### src/rtl/sqrt_pkg.sv
// sqrt_pkg: shared FSM encoding and root-width helper for the sequential square root
package sqrt_pkg;

    typedef enum logic [1:0] {
        IDLE = 2'd0,
        CALC = 2'd1,
        DONE = 2'd2
    } state_t;

    function automatic int root_width(input int width);
        return width / 2;
    endfunction

endpackage

### src/rtl/sqrt_step.sv
// sqrt_step: one restoring digit step, producing the next root bit and partial remainder
module sqrt_step #(
    parameter int N = 4
) (
    input  logic [N:0]   rem,
    input  logic [N-1:0] root,
    input  logic [1:0]   pair,
    output logic [N:0]   rem_n,
    output logic [N-1:0] root_n,
    output logic         root_bit
);

    logic [N+1:0] a;
    logic [N+2:0] d;

    // trial-subtract 4*root+1 from the shifted remainder; keep it only when non-negative
    always_comb begin
        a        = (N+2)'({rem, pair});
        d        = {1'b0, a} - {1'b0, root, 2'b01};
        root_bit = ~d[N+2];
        rem_n    = root_bit ? (N+1)'(d) : (N+1)'(a);
        root_n   = N'({root, root_bit});
    end

endmodule

### src/rtl/sqrt_seq.sv
// sqrt_seq: sequential integer square root, one root bit per cycle, valid/ready handshakes
module sqrt_seq
    import sqrt_pkg::*;
#(
    parameter int WIDTH = 8,
    parameter int ROUND = 0,
    localparam int N    = root_width(WIDTH),
    localparam int CW   = N > 1 ? $clog2(N) : 1
) (
    input  logic             clk,
    input  logic             rst_n,
    input  logic             in_valid,
    output logic             in_ready,
    input  logic [WIDTH-1:0] i,
    output logic             out_valid,
    input  logic             out_ready,
    output logic [N-1:0]     o,
    output logic [N:0]       rem,
    output logic             exact
);

    state_t           state, state_n;
    logic [CW-1:0]    cnt;
    logic [WIDTH-1:0] sh;
    logic [N:0]       acc;
    logic [N-1:0]     root;
    logic [N:0]       rem_n;
    logic [N-1:0]     root_n;
    logic             root_bit;
    logic             up;
    logic [N-1:0]     o_n;

    sqrt_step #(.N(N)) u_step (
        .rem      (acc),
        .root     (root),
        .pair     (sh[WIDTH-1:WIDTH-2]),
        .rem_n    (rem_n),
        .root_n   (root_n),
        .root_bit (root_bit)
    );

    // state register
    always_ff @(posedge clk or negedge rst_n) begin
        if (!rst_n) state <= IDLE;
        else        state <= state_n;
    end

    // next state and handshake outputs; a new radicand is only taken once the result is gone
    always_comb begin
        state_n   = state;
        in_ready  = state == IDLE;
        out_valid = state == DONE;
        case (state)
            IDLE:    state_n = in_valid ? CALC : IDLE;
            CALC:    state_n = cnt == '0 ? DONE : CALC;
            DONE:    state_n = out_ready ? IDLE : DONE;
            default: state_n = IDLE;
        endcase
    end

    // nearest-root adjustment from the final step, saturating instead of wrapping
    always_comb begin
        up  = ROUND != 0 && !(&root_n) && {1'b0, root_n} < rem_n;
        o_n = root_n + N'(up);
    end

    // datapath: load on accept, iterate in CALC, publish result on the last step
    always_ff @(posedge clk or negedge rst_n) begin
        if (!rst_n) begin
            cnt   <= '0;
            sh    <= '0;
            acc   <= '0;
            root  <= '0;
            o     <= '0;
            rem   <= '0;
            exact <= 1'b0;
        end else begin
            case (state)
                IDLE: if (in_valid) begin
                    sh   <= i;
                    acc  <= '0;
                    root <= '0;
                    cnt  <= CW'(N - 1);
                end
                CALC: begin
                    sh   <= sh << 2;
                    acc  <= rem_n;
                    root <= root_n;
                    cnt  <= cnt - CW'(1);
                    if (cnt == '0) begin
                        o     <= o_n;
                        rem   <= rem_n;
                        exact <= rem_n == '0;
                    end
                end
                default: ;
            endcase
        end
    end

endmodule
### config.mk
export PLATFORM = sky130hd
export DESIGN_NAME = sqrt_seq
export DESIGN_NICKNAME = d
export VERILOG_FILES = /design/src/rtl/sqrt_pkg.sv /design/src/rtl/sqrt_step.sv /design/src/rtl/sqrt_seq.sv
export SDC_FILE = /design/constraint.sdc
export NUM_CORES = 1
export LEC_CHECK = 0
export ABC_CLOCK_PERIOD_IN_PS = 1600
export BUFFER_PORTS_ARGS = -buffer_cell sky130_fd_sc_hd__buf_2
export CAP_MARGIN = 10
export CELL_PAD_IN_SITES_DETAIL_PLACEMENT = 2
export CELL_PAD_IN_SITES_GLOBAL_PLACEMENT = 2
export CORE_MARGIN = 2
export CORE_UTILIZATION = 31
export DETAILED_ROUTE_END_ITERATION = 10
export GPL_TIMING_DRIVEN = 0
export PLACE_DENSITY_LB_ADDON = 0.08
export SYNTH_ARGS = -nofsm -noshare
export SYNTH_HDL_FRONTEND = slang
export SYNTH_SLANG_ARGS = --single-unit
### constraint.sdc
create_clock -name clk -period 1.6 [get_ports clk]
set_input_delay 0 -clock clk [delete_from_list [all_inputs] [get_ports clk]]
set_output_delay 0 -clock clk [all_outputs]
set_load 0.01 [all_outputs]
==> out/qor.csv <==
stage,metric,value,unit
clock_tree,numClockSinks,30,
layout,nNetsFinal,225,
power_and_ir_drop,power_density,2760,nW/um^2
critical_path,startpoint_type,flop,
critical_path,worst-path-max-fanout,5,
die,die_y,73.5,um
placed_design,gp_congestion,0.757,
timing,fin_crit,1.74,ns
die,die_w,73.5,um
clock_tree,insertion_delay,0.28,ns
layout,area.growth.synth_to_final,42.6,%
yosys,ys.warnings.count,0,
power_and_ir_drop,p_total,0.00590,W
detailed_routing,dr.pass1.iters,4,
detailed_routing,drt_iter0_markers,29,
global_routing,antenna_found_initial,0,
min_path,holdPathStages,3,
die,die_area,5410,um^2
clock_tree,cts.clk_slew.worst_paths,0.07,ns
placed_design,dpl_worst_slack,-0.236,ns
critical_path,worst-r2r-setup-slack,-0.14,ns
timing,drv_slew,0,
timing,fmax,575,MHz
layout,antenna-diode-count,0,
yosys,synth_area,1500,um^2
detailed_routing,wire_per_inst,17.3,um
yosys,synth_top_area_share,50.1,%
critical_path,end_kind,flop,
layout,fillers,516,
detailed_routing,finalWirelength,4.54,mm
yosys,syn_nets,174,
clock_tree,clockRootBuffer,clkbuf_8,
die,core,4690,um^2
timing,setup_viol,11,
yosys,avgSynthCellArea,9.61,um^2
die,io_pins,24,
yosys,synth_cells,156,
placed_design,dp_hpwl,2.94,mm
job,cap_violations,0,
clock_tree,htreeDepth,2,
critical_path,ff2ff_path_depth,6,
timing,slew_headroom,51.2,%
yosys,ys_ff_latch,30,
global_routing,grt-ovfl-total,0,
yosys,yosys-top-cells-area,"dfrtp_1 50%, nand2_1 6.3%, ha_1 5.0%",
outcome,outcome,"complete, but fails checks",
detailed_routing,via_per_inst,5.08,
yosys,yosysTopAreaCell,dfrtp_1,
yosys,synth.yosys.seq_area_share,50.1,%
clock_tree,numCtsBuffers,5,
critical_path,critPathRequiredTime,1.75,ns
critical_path,crit_type,flop to flop,
critical_path,startpoint,acc[0],
timing,rsz0062_at_grt,yes,
critical_path,cp.arrival,1.89,ns
yosys,synthArstFlopShare,100,%
critical_path,r2r-start,acc[0],
yosys,ys.flop_type,dfrtp_1,
power_and_ir_drop,p_leak,0.982,nW
timing,finalCritPeriodShare,109,%
critical_path,r2r-end,rem[3],
global_routing,grt_use_total,18.8,%
die,initial_core_util,31.9,%
clock_tree,cts_buffer_depth,2,
yosys,ys_types,34,
timing,setup_slack,-0.139,ns
detailed_routing,ant_nets,0,
timing,clock_skew,0.00483,ns
min_path,hp-class,input pin to flop,
detailed_routing,vias,1332,
outcome,violations,setup timing,
global_routing,grt_max_degree,31,
layout,layout-drive-gt1-share,39.4,%
global_routing,grt_pass1_vias,1486,
global_routing,grt_pass1_wl,7.56,mm
yosys,synth_edf_count,0,
die,num_rows,25,
detailed_routing,drcViolationCount,0,
timing,max_slew.worst_pin.slew,0.732,ns
power_and_ir_drop,vdd_drop_max,849,uV
placed_design,io_buffer_count,23,
timing,finalHoldViolations,0,
clock_tree,tritoncts,built,
critical_path,worstSetupEndpoint,rem[3],
==> metrics by stage <==
step                hold WS, ns  utilization (%)  cell area, um^2  TNS [ns]  instances
global route             0.0892             45.5             2140     -1.92        262
CTS                      0.0224             43.8             2060    -0.894        259
floorplan                -0.296                -             1540   -0.0854        156
detailed placement       0.0914             36.7             1720     -1.82        233
finish                   0.0308             45.5             2140     -1.08        262
global placement         0.0888             36.7             1720     -1.46        233
==> what timing repair did <==
| action | 4_1_cts | 5_1_grt |
|---|---|---|
| buffers inserted | 10 | 4 |
| hold endpoints to repair | 37 | 0 |
| gates resized for setup | 16 | 19 |
| hold buffers | 8 | 0 |
| endpoints found under the setup margin | 15 | 22 |
| pin swaps | 4 | 2 |
==> power by group <==
group | internal (W) | leakage, nW | total (W) | switching [W]
combinational | 0.00178 | 0.557 | 0.00376 | 0.00199
clock | 0.000466 | 0.0524 | 0.000756 | 0.000290
sequential | 0.00114 | 0.373 | 0.00138 | 0.000243
total | 0.00338 | 0.982 | 0.00590 | 0.00252
==> worst min-delay path by stage <==
| stage | to | slack, ns | start |
|---|---|---|---|
| after detailed placement | o[0] | 0.09 | rst_n |
| after CTS | sh[6] | 0.02 | i[6] |
| after floorplan | acc[0] | -0.30 | rst_n |
| after global routing | sh[6] | 0.09 | i[6] |
| final | sh[7] | 0.03 | i[7] |
| after global placement | exact | 0.09 | rst_n |
==> flip-flops by register name, indices dropped and copies added (netlist names) <==
signal,cells
o,4
cnt,2
sh,8
state,2
exact,1
rem,5
acc,4
root,4
==> synthesized netlist by cell type (2+ instances only) <==
master,number
and2_1,2
ha_1,6
a21o_1,2
a21oi_1,4
buf_2,4
nand3_1,9
nand2b_1,2
nor2_1,11
nand2_1,25
o21a_1,2
dfrtp_1,30
o21ai_1,5
mux2i_1,3
inv_1,9
xnor2_1,3
o21ai_2,2
o21ai_0,14
clkbuf_1,3
a31oi_1,5
==> cells by family after synthesis <==
kind of cell               Yosys count  share of synthesized area (%)
xor gates and xnor gates             3                           1.75
DFF                                 30                           50.1
muxes                                4                           3.00
AOI/OAI and AO/OA                   39                           16.9
buffers and inverters               16                           4.34
and+or+nand+nor                     58                           18.9
adders and majority gates            6                           5.01
==> cell type report <==
class / instances / area (um^2) / share of cell area [%]
flip-flops and latches: 30 / 753 / 35.2
well taps: 54 / 67.6 / 3.16
plain buffers: 6 / 35.0 / 1.64
inverters: 9 / 33.8 / 1.58
clock buffers: 7 / 76.3 / 3.57
repair buffers: 45 / 308 / 14.4
multi-input cells: 110 / 833 / 39.0
clock inverters: 1 / 30.0 / 1.41
==> worst max-delay path, cell delays in order, from the launching register on <==
cell	delay [ns]
dfrtp_2	0.42
ha_4	0.28
nor2b_4	0.19
o2111ai_4	0.14
nand2_4	0.17
mux2i_2	0.32
o21ai_1	0.09
==> cell usage in the layout (no fill, tap or decap), types with 2 or more instances in the layout <==
| master | netlist | final |
|---|---|---|
| o21ai_1 | 5 | 8 |
| clkbuf_8 | 0 | 5 |
| buf_4 | 0 | 12 |
| clkbuf_1 | 3 | 2 |
| nor2_1 | 11 | 11 |
| a21o_1 | 2 | 2 |
| o21ai_2 | 2 | 4 |
| nand2b_1 | 2 | 2 |
| clkbuf_4 | 0 | 2 |
| buf_6 | 0 | 2 |
| nand3_1 | 9 | 9 |
| xnor2_1 | 3 | 2 |
| a21oi_1 | 4 | 3 |
| clkbuf_2 | 0 | 2 |
| inv_1 | 9 | 4 |
| buf_2 | 4 | 25 |
| inv_2 | 0 | 5 |
| dlygate4sd3_1 | 0 | 8 |
| nand2_1 | 25 | 23 |
| o21ai_0 | 14 | 9 |
| ha_4 | 0 | 4 |
| nand2_2 | 1 | 2 |
| dfrtp_1 | 30 | 28 |
| dfrtp_2 | 0 | 2 |
| o21a_1 | 2 | 2 |
| a31oi_1 | 5 | 5 |
==> routing by layer <==
metal  routed length, um  vias up  global-route usage [%]
li1                    -      640                       -
met1                1980      664                    22.3
met2                2400       22                    34.2
met3                 112        6                    3.29
met4                  51        0                    5.45
met5                   0        -                       0
Power figures use the tool's default switching activity.
